[src/rtl/i2c_pkg.sv]
// Shared types and constants for the I2C target.
package i2c_pkg;

    // Transfer phases of the target state machine
    typedef enum logic [3:0] {
        IDLE,
        ADDR,
        ACK_A,
        PTR,
        WR,
        ACK_W,
        RD,
        RACK,
        WAIT
    } state_t;

    // Value of the R/W bit in the address byte
    localparam logic I2C_RD = 1'b1;
    localparam logic I2C_WR = 1'b0;

endpackage

[src/rtl/i2c_line_sync.sv]
// Synchronizer for one I2C bus line: SYNC flops plus a history flop,
// giving the settled level and single-cycle rise/fall strobes.
module i2c_line_sync #(
    parameter int SYNC = 2
) (
    input  logic clk,
    input  logic nrst,
    input  logic din,
    output logic level,
    output logic rise,
    output logic fall
);

    logic [SYNC-1:0] chain;
    logic            hist;

    // Shift the raw line through the chain; everything presets to the idle-high bus level
    always_ff @(posedge clk or negedge nrst) begin
        if (!nrst) begin
            chain <= '1;
            hist  <= 1'b1;
        end else begin
            chain <= {chain[SYNC-2:0], din};
            hist  <= chain[SYNC-1];
        end
    end

    assign level = chain[SYNC-1];
    assign rise  = level & ~hist;
    assign fall  = ~level & hist;

endmodule

[src/rtl/i2c_target.sv]
// I2C target with an 8 x 8 register file, auto-incrementing pointer and
// register 0 mirrored onto a parallel port. SDA is pulled open-drain;
// SCL is only observed.
module i2c_target
    import i2c_pkg::*;
#(
    parameter logic [6:0] ADDR     = 7'h27,
    parameter int         SYNC     = 2,
    parameter logic [7:0] RST_PORT = 8'h00
) (
    input  logic       clk,
    input  logic       nrst,
    input  logic       scl,
    input  logic       sda,
    output logic       sda_pull,
    output logic [7:0] port_out,
    output logic       busy,
    output logic       wr_stb,
    output logic [2:0] wr_idx,
    output logic [7:0] wr_data
);

    logic scl_lvl, scl_rise, scl_fall;
    logic sda_lvl, sda_rise, sda_fall;

    i2c_line_sync #(.SYNC(SYNC)) u_scl (
        .clk  (clk),
        .nrst (nrst),
        .din  (scl),
        .level(scl_lvl),
        .rise (scl_rise),
        .fall (scl_fall)
    );

    i2c_line_sync #(.SYNC(SYNC)) u_sda (
        .clk  (clk),
        .nrst (nrst),
        .din  (sda),
        .level(sda_lvl),
        .rise (sda_rise),
        .fall (sda_fall)
    );

    // Bus conditions: SDA moving while SCL is high
    logic start, stop;
    assign start = sda_fall & scl_lvl;
    assign stop  = sda_rise & scl_lvl;

    state_t     state, state_n, after, after_n;
    logic [3:0] cnt, cnt_n;
    logic [7:0] sh, sh_n;
    logic [2:0] ptr, ptr_n;
    logic       pull_n, busy_n, we;
    logic [7:0] regs [8];
    logic [7:0] byte_in;

    // Byte completed by the bit being sampled on this SCL rise
    assign byte_in  = {sh[6:0], sda_lvl};
    assign port_out = regs[0];

    // State, shift/count registers and write-strobe outputs
    always_ff @(posedge clk or negedge nrst) begin
        if (!nrst) begin
            state    <= IDLE;
            after    <= IDLE;
            cnt      <= '0;
            sh       <= '0;
            ptr      <= '0;
            sda_pull <= 1'b0;
            busy     <= 1'b0;
            wr_stb   <= 1'b0;
            wr_idx   <= '0;
            wr_data  <= '0;
        end else begin
            state    <= state_n;
            after    <= after_n;
            cnt      <= cnt_n;
            sh       <= sh_n;
            ptr      <= ptr_n;
            sda_pull <= pull_n;
            busy     <= busy_n;
            wr_stb   <= we;
            if (we) begin
                wr_idx  <= ptr;
                wr_data <= byte_in;
            end
        end
    end

    // Register file; entry 0 resets to the port default
    always_ff @(posedge clk or negedge nrst) begin
        if (!nrst) begin
            for (int i = 0; i < 8; i++) begin
                regs[i] <= (i == 0) ? RST_PORT : 8'h00;
            end
        end else if (we) begin
            regs[ptr] <= byte_in;
        end
    end

    // Next-state logic; START/STOP take priority over any SCL edge in the same cycle
    always_comb begin
        state_n = state;
        after_n = after;
        cnt_n   = cnt;
        sh_n    = sh;
        ptr_n   = ptr;
        pull_n  = sda_pull;
        busy_n  = busy;
        we      = 1'b0;
        if (start) begin
            state_n = i2c_pkg::ADDR;
            cnt_n   = '0;
            busy_n  = 1'b1;
        end else if (stop) begin
            state_n = IDLE;
            pull_n  = 1'b0;
            busy_n  = 1'b0;
        end else begin
            case (state)
                i2c_pkg::ADDR: begin
                    // A pull left over from before a repeated START is dropped here
                    if (scl_fall) pull_n = 1'b0;
                    if (scl_rise) begin
                        sh_n  = byte_in;
                        cnt_n = cnt + 4'd1;
                        if (cnt == 4'd7) begin
                            cnt_n = '0;
                            if (byte_in[7:1] == ADDR) begin
                                state_n = ACK_A;
                                after_n = (byte_in[0] == I2C_RD) ? RD : PTR;
                            end else begin
                                state_n = IDLE;
                            end
                        end
                    end
                end
                ACK_A, ACK_W: begin
                    // First fall asserts the ACK, second fall ends it
                    if (scl_fall) begin
                        if (!sda_pull) begin
                            pull_n = 1'b1;
                        end else begin
                            pull_n  = 1'b0;
                            state_n = after;
                            if (after == RD) begin
                                // The MSB of the read byte goes out on this same fall
                                pull_n = ~regs[ptr][7];
                                sh_n   = {regs[ptr][6:0], 1'b0};
                                cnt_n  = 4'd1;
                            end
                        end
                    end
                end
                PTR, WR: begin
                    if (scl_rise) begin
                        sh_n  = byte_in;
                        cnt_n = cnt + 4'd1;
                        if (cnt == 4'd7) begin
                            cnt_n   = '0;
                            state_n = ACK_W;
                            after_n = WR;
                            if (state == PTR) begin
                                ptr_n = byte_in[2:0];
                            end else begin
                                we    = 1'b1;
                                ptr_n = ptr + 3'd1;
                            end
                        end
                    end
                end
                RD: begin
                    if (scl_fall) begin
                        if (cnt < 4'd8) begin
                            pull_n = ~sh[7];
                            sh_n   = {sh[6:0], 1'b0};
                            cnt_n  = cnt + 4'd1;
                        end else begin
                            pull_n  = 1'b0;
                            state_n = RACK;
                            ptr_n   = ptr + 3'd1;
                            cnt_n   = '0;
                        end
                    end
                end
                RACK: begin
                    if (scl_rise) begin
                        if (sda_lvl) begin
                            state_n = WAIT;
                        end else begin
                            state_n = RD;
                            sh_n    = regs[ptr];
                            cnt_n   = '0;
                        end
                    end
                end
                WAIT: pull_n = 1'b0;
                default: ;
            endcase
        end
    end

endmodule

[config.mk]
export PLATFORM = sky130hd
export DESIGN_NAME = i2c_target
export DESIGN_NICKNAME = d
export VERILOG_FILES = /design/src/rtl/i2c_pkg.sv /design/src/rtl/i2c_line_sync.sv /design/src/rtl/i2c_target.sv
export SDC_FILE = /design/constraint.sdc
export NUM_CORES = 1
export LEC_CHECK = 0
export ABC_AREA = 1
export ABC_CLOCK_PERIOD_IN_PS = 2300
export BUFFER_PORTS_ARGS = -buffer_cell sky130_fd_sc_hd__buf_4
export CORE_UTILIZATION = 50
export DETAILED_ROUTE_END_ITERATION = 16
export PLACE_DENSITY = 0.68
export SETUP_SLACK_MARGIN = 0.15
export SLEW_MARGIN = 20
export SYNTH_ARGS = -nofsm -noshare
export SYNTH_HDL_FRONTEND = slang
export SYNTH_HIERARCHICAL = 1
export SYNTH_SLANG_ARGS = --single-unit
[constraint.sdc]
create_clock -name clk -period 2.3 [get_ports clk]
set_clock_uncertainty 0.05 [all_clocks]
set_input_delay 0.23 -clock clk [delete_from_list [all_inputs] [get_ports clk]]
set_output_delay 0.23 -clock clk [all_outputs]
set_load 0.005 [all_outputs]
## Yosys cells after proc, flatten, opt, wreduce, memory -nomap -nowiden

Cells that the tools add are included.

- Register bits: 107
- Input bits: 4
- Output and inout port bits: 22
- Logic and storage cells: 174

- Add/sub/neg operators: 2
- $lt $le $gt $ge: 3
- Equal/unequal tests: 45
- Mux-type cells: 70
- Bitwise logic cells: 15
- Reductions and logical operators: 17

Operator list:

| cell | count |
|---|---|
| $mux 4 | 28 |
| $mux 8 | 11 |
| $bwmux 64 | 1 |
| $ne 4x4->1 const B | 9 |
| $pmux 8 s4 | 1 |
| $ne 2x2->1 const B | 14 |
| $ne 3x3->1 const B | 9 |
| $bmux 8 s3 | 1 |
| $demux 8 s3 | 1 |
| $eq 4x3->1 const B | 6 |
| $pmux 4 s5 | 1 |
| $mux 3 | 6 |
| $pmux 4 s4 | 1 |
| $mux 1 | 15 |
| $reduce_and 11->1 | 1 |
| $reduce_and 10->1 | 1 |
| $reduce_bool 5->1 | 2 |
| $reduce_and 9->1 | 1 |
| $eq 4x2->1 const B | 2 |
| $not 1->1 | 8 |
| $pmux 4 s2 | 1 |
| $reduce_and 8->1 | 1 |
| $eq 7x6->1 const B | 1 |
| $reduce_and 7->1 | 1 |
| 21 further kinds | 29 |

## Depth between registers and ports, before layout

- Depth after elaboration: 10
- Gate-level depth with buffers: 13
- Depth with buffers taken out: 11

## By module

Netlist, hierarchy kept.

Modules (own cells, without submodules):

| module | times used | cells each | area an instance (um^2) | sequential area each (um^2) |
|---|---|---|---|---|
| i2c_target | 1 | 731 | 5407.7 | 2502.4 |
| i2c_line_sync | 2 | 7 | 93.8 | 78.8 |

## Worst setup path after synthesis

No wires, ideal clock.

- Kind: register -> register
- Start point: register u_scl.chain[1]
- End point: register regs, in the netlist port_out[7]
- Setup time: 0.125 ns
- Data arrival time: 1.574 ns
- Data required time: 2.125 ns
- Slack: 0.551 ns
- Stages on the path, launching flop included: 11
- Buffers on the path: 1
- Period minus slack after synthesis: 1.749 ns
- Path through: dfstp_2 -> inv_1 -> nor2_1 -> nand4_1 -> inv_1 -> nand2_4 -> nor2_8 -> nand2_4 -> buf_6 -> nand2_1 -> o21ai_2

- Cells in the longest elaborated chain, start to end: 5

RTL lines:

| item | line | RTL |
|---|---|---|
| from (decl) | i2c_line_sync.sv:14 | `logic [SYNC-1:0] chain;` |
| from (signal assigned) | i2c_line_sync.sv:23 | `chain <= {chain[SYNC-2:0], din};` |
| $and 1x1->1 | i2c_line_sync.sv:29 | `assign rise = level & ~hist;` |
| net scl_rise | i2c_target.sv:23 | `logic scl_lvl, scl_rise, scl_fall;` |
| $mux 1 | i2c_target.sv:156 | `if (scl_rise) begin` |
| $mux 1 | i2c_target.sv:120 | `case (state)` |
| $mux 1 | i2c_target.sv:115 | `end else if (stop) begin` |
| $mux 1 | i2c_target.sv:111 | `if (start) begin` |
| to (signal, indexed assignment) | i2c_target.sv:94 | `regs[i] <= (i == 0) ? RST_PORT : 8'h00;` |
| to (signal, indexed assignment) | i2c_target.sv:97 | `regs[ptr] <= byte_in;` |
| to (decl) | i2c_target.sv:54 | `logic [7:0] regs [8];` |

The timed path passes the listed nets, and every way through them passes these cells.
A chain may end at the register's enable or synchronous reset.

## Final worst setup path

- Start point: register u_sda.chain[1]
- End point: register regs[55] in the netlist's numbering

- Cells in the longest elaborated chain, start to end: 4

RTL lines:

| item | line | RTL |
|---|---|---|
| from (decl) | i2c_line_sync.sv:14 |  |
| from (signal assigned) | i2c_line_sync.sv:23 |  |
| $not 1->1 | i2c_line_sync.sv:30 | `assign fall = ~level & hist;` |
| $and 1x1->1 | i2c_line_sync.sv:30 |  |
| net sda_fall | i2c_target.sv:24 | `logic sda_lvl, sda_rise, sda_fall;` |
| $and 1x1->1 | i2c_target.sv:46 | `assign start = sda_fall & scl_lvl;` |
| $mux 1 | i2c_target.sv:111 |  |

The timed path passes the listed nets, and every way through them passes these cells.

==> impl_metrics.ini <==
[worst_setup_path]
r2r-start = u_sda/chain[1]$_DFF_PN1_
worst-endpoint-required_ps = 2520
critical_path.endpoint = regs[55]$_DFFE_PN0P_
timing.critical_path.to_type = register
cp-startpoint = u_sda/chain[1]$_DFF_PN1_
crit_arrival_ps = 2240
crit_path_start_kind = register
reg2reg_setup_slack_ps = 280
worst-r2r-cell-count = 9
timing.setup.critical_path_class = register to register
cp_max_fo = 16
worst_r2r_endpoint = regs[55]$_DFFE_PN0P_

[layout]
areaGrowthSynthToFinish_pct = 8.45
layout.area.seq_um2 = 2660
num_antenna_cells = 0
num-fill-cells = 1022
finish.net_count = 771
layout_cells_sized_above_1_pct = 12.2
layout.cell_area.non_filler_um2 = 6070
multi_input_area_um2 = 2390

[logic_synthesis]
syn-cell-area_um2 = 5600
synth.area.top_cells = sky130_fd_sc_hd__dfrtp_1, sky130_fd_sc_hd__nand2_1, sky130_fd_sc_hd__inv_1
synth_top_area_cell = sky130_fd_sc_hd__dfrtp_1
syn_area_per_cell_um2 = 7.51
mappedNetlistNets = 752
synth-seq-cells = 106
synth_seq_area_share_pct = 47.5
synth-main-ff-cell = sky130_fd_sc_hd__dfrtp_1
yosys.area.top_type_share_pct = 44.7
synth_enable_flop_cells = 0
synthesis.instances = 745
most_numerous_cell_in_the_yosys_netlist = sky130_fd_sc_hd__nand2_1
library_cells_used_by_synthesis = 31
synthTopCellsByCount = sky130_fd_sc_hd__nand2_1, sky130_fd_sc_hd__dfrtp_1, sky130_fd_sc_hd__inv_1
postSynth.asyncResetShare_pct = 100
ys_warn_count = 6

[sta]
final_period_minus_worst_setup_slack_ps = 2020
min_period_over_period_pct = 88.0
final_setup_vio_count = 0
final-hold-violation-count = 0
grt_setup_unrepaired = true
slew_headroom_pct = 59.1
max_slew_violation_count = 0
fmax_mhz = 494
pin_slew_with_the_least_headroom_to_its_limit_ps = 613
timing.setup.tns_ps = 0

[die]
placement_row_count = 38
dieWidth_um = 108
floorplan.die.height_um = 108
fp.dieArea_um2 = 11600
coreArea_um2 = 10900
starting_density_of_the_core_pct = 51.4
top_level_ports = 26

[clock_network]
clock_sinks = 106
worst_setup_hold_path_clk_slew_ps = 90
numCtsBuffers = 9
ctsHtreeMaxLevel = 3
buffer_cell_driving_the_clock_tree_root = sky130_fd_sc_hd__clkbuf_8
cts-root-to-sink-buffers = 2
clk_latency_ps = 380
cts_tree = done
cts_setup_buffers = 0

[global_route]
grt_remaining_overflow = 0
maximum_number_of_pins_on_one_net_before_global_route_repair = 56
first_pass_grt_wire_length_um = 21800
global_route.usage.total_pct = 24.9
grt_antenna_before_repair = 0
first_global_vias = 4276

[routing]
drt_iter0_markers = 457
ant_nets = 0
drt-total-wl_um = 13200
drc = 0
vias_per_cell = 5.16
route.vias.total = 4686
drt-pass1-iter-count = 4
wl_per_cell_um = 14.6

[power]
power.density_nw_per_um2 = 596
standby_leakage_power_nw = 3.02
worst_ir_drop_vdd_v = 0.000413

[place]
placed_cell_area_um2 = 5830
detailedPlacementHpwl_um = 9200
gp_routability_congestion = 0.867
io_buffer_count = 25

[status]
status = complete, no violations

[worst_hold_path]
hold_wc_path_type = primary input to asynchronous set/reset pin

[job]
drv_cap = 0
-- worst min-delay path by stage --
stage / to / slack, ps / cells after the start
2_1_floorplan: after[0]$_DFFE_PN0P_ / -120 / 0
3_3_place_gp: port_out[5]$_DFFE_PN0P_ / 140 / 1
3_5_place_dp: port_out[5]$_DFFE_PN0P_ / 150 / 1
4_1_cts: regs[15]$_DFFE_PN0P_ / 270 / 2
5_1_grt: port_out[5]$_DFFE_PN0P_ / 280 / 2
6_report: port_out[5]$_DFFE_PN0P_ / 270 / 2
-- worst max-delay path, stage by stage (launching register included) --
cell	delay, ps
sky130_fd_sc_hd__dfstp_2	590
sky130_fd_sc_hd__nor2_1	60
sky130_fd_sc_hd__nand2_1	190
sky130_fd_sc_hd__nand2_1	190
sky130_fd_sc_hd__nor2_4	160
sky130_fd_sc_hd__nand2_4	110
sky130_fd_sc_hd__nor2_8	150
sky130_fd_sc_hd__nand2_2	200
sky130_fd_sc_hd__nand2_1	140
sky130_fd_sc_hd__o21ai_1	80
-- registers in the layout, indices dropped and copies added, names as in the netlist --
name	flops
wr_idx	3
wr_data	8
regs	56
busy	1
sda_pull	1
state	4
u_scl/chain	2
u_sda/hist	1
u_scl/hist	1
after	3
port_out	8
wr_stb	1
u_sda/chain	2
ptr	3
cnt	4
sh	8
-- cells by family after synthesis --
group	Yosys count	synth area share, %
buffers and inverters	125	10.2
AND/OR/NAND/NOR	405	31.3
adder cells (fa/ha/maj)	3	0.671
flip-flops	106	47.5
XOR/XNOR	2	0.313
AO/OA/AOI/OAI	104	10.0
-- metrics by stage --
stage / hold slack, ps / cells / total power [W] / worst slack, ps / util (%)
2_1_floorplan: -116 / 745 / 0.00227 / 551 / -
3_3_place_gp: 141 / 890 / 0.00250 / 283 / 53.6
3_5_place_dp: 146 / 890 / 0.00251 / 281 / 53.6
4_1_cts: 269 / 908 / 0.00364 / 257 / 55.5
5_1_grt: 283 / 908 / 0.00378 / 120 / 55.7
6_report: 268 / 908 / 0.00361 / 277 / 55.7
-- power by group --
group          total [W]  switching (W)  internal, W
sequential       0.00199      0.0000577      0.00193
clock            0.00113       0.000636     0.000492
combinational   0.000500       0.000379     0.000121
total            0.00361        0.00107      0.00254
-- final cells by class --
class                           count  share of cell area, %
Timing Repair Buffer               38                   5.03
Clock inverter                      6                  0.969
Sequential cell                   106                   43.8
Inverter                           95                   5.88
Multi-Input combinational cell    514                   39.4
Tap cell                          140                   2.89
Clock buffer                        9                   2.04
-- what timing repair did --
item | in CTS | in global routing
gates resized for setup | 0 | 6
hold buffers | 3 | 0
endpoints found under the hold margin | 32 | 0
setup endpoints to repair | 0 | 14
-- placed cells by master (no fill, tap or decap), types with 4 or more instances in the layout --
cell / netlist / final
sky130_fd_sc_hd__a21oi_1: 6 / 6
sky130_fd_sc_hd__buf_4: 9 / 34
sky130_fd_sc_hd__clkbuf_8: 0 / 9
sky130_fd_sc_hd__clkinv_2: 0 / 4
sky130_fd_sc_hd__dfrtp_1: 100 / 100
sky130_fd_sc_hd__dfstp_2: 6 / 6
sky130_fd_sc_hd__inv_1: 91 / 91
sky130_fd_sc_hd__nand2_1: 255 / 255
sky130_fd_sc_hd__nand2_2: 9 / 8
sky130_fd_sc_hd__nand2_4: 5 / 6
sky130_fd_sc_hd__nand3_1: 53 / 52
sky130_fd_sc_hd__nand4_1: 5 / 5
sky130_fd_sc_hd__nor2_1: 57 / 55
sky130_fd_sc_hd__nor2_2: 6 / 7
sky130_fd_sc_hd__nor2_4: 3 / 4
sky130_fd_sc_hd__nor3_1: 8 / 7
sky130_fd_sc_hd__o21ai_0: 28 / 28
sky130_fd_sc_hd__o21ai_1: 58 / 58
sky130_fd_sc_hd__o21ai_2: 6 / 6
-- layer usage --
layer / track usage [%] / share of wire [%] / vias up
met3: 5.15 / 4.9 / 10
met1: 36.9 / 50 / 2208
met5: 0 / 0 / -
li1: - / - / 2363
met2: 36.6 / 44 / 105
met4: 6.95 / 1.2 / 0
Note: power is estimated with default switching activity, not from simulation.
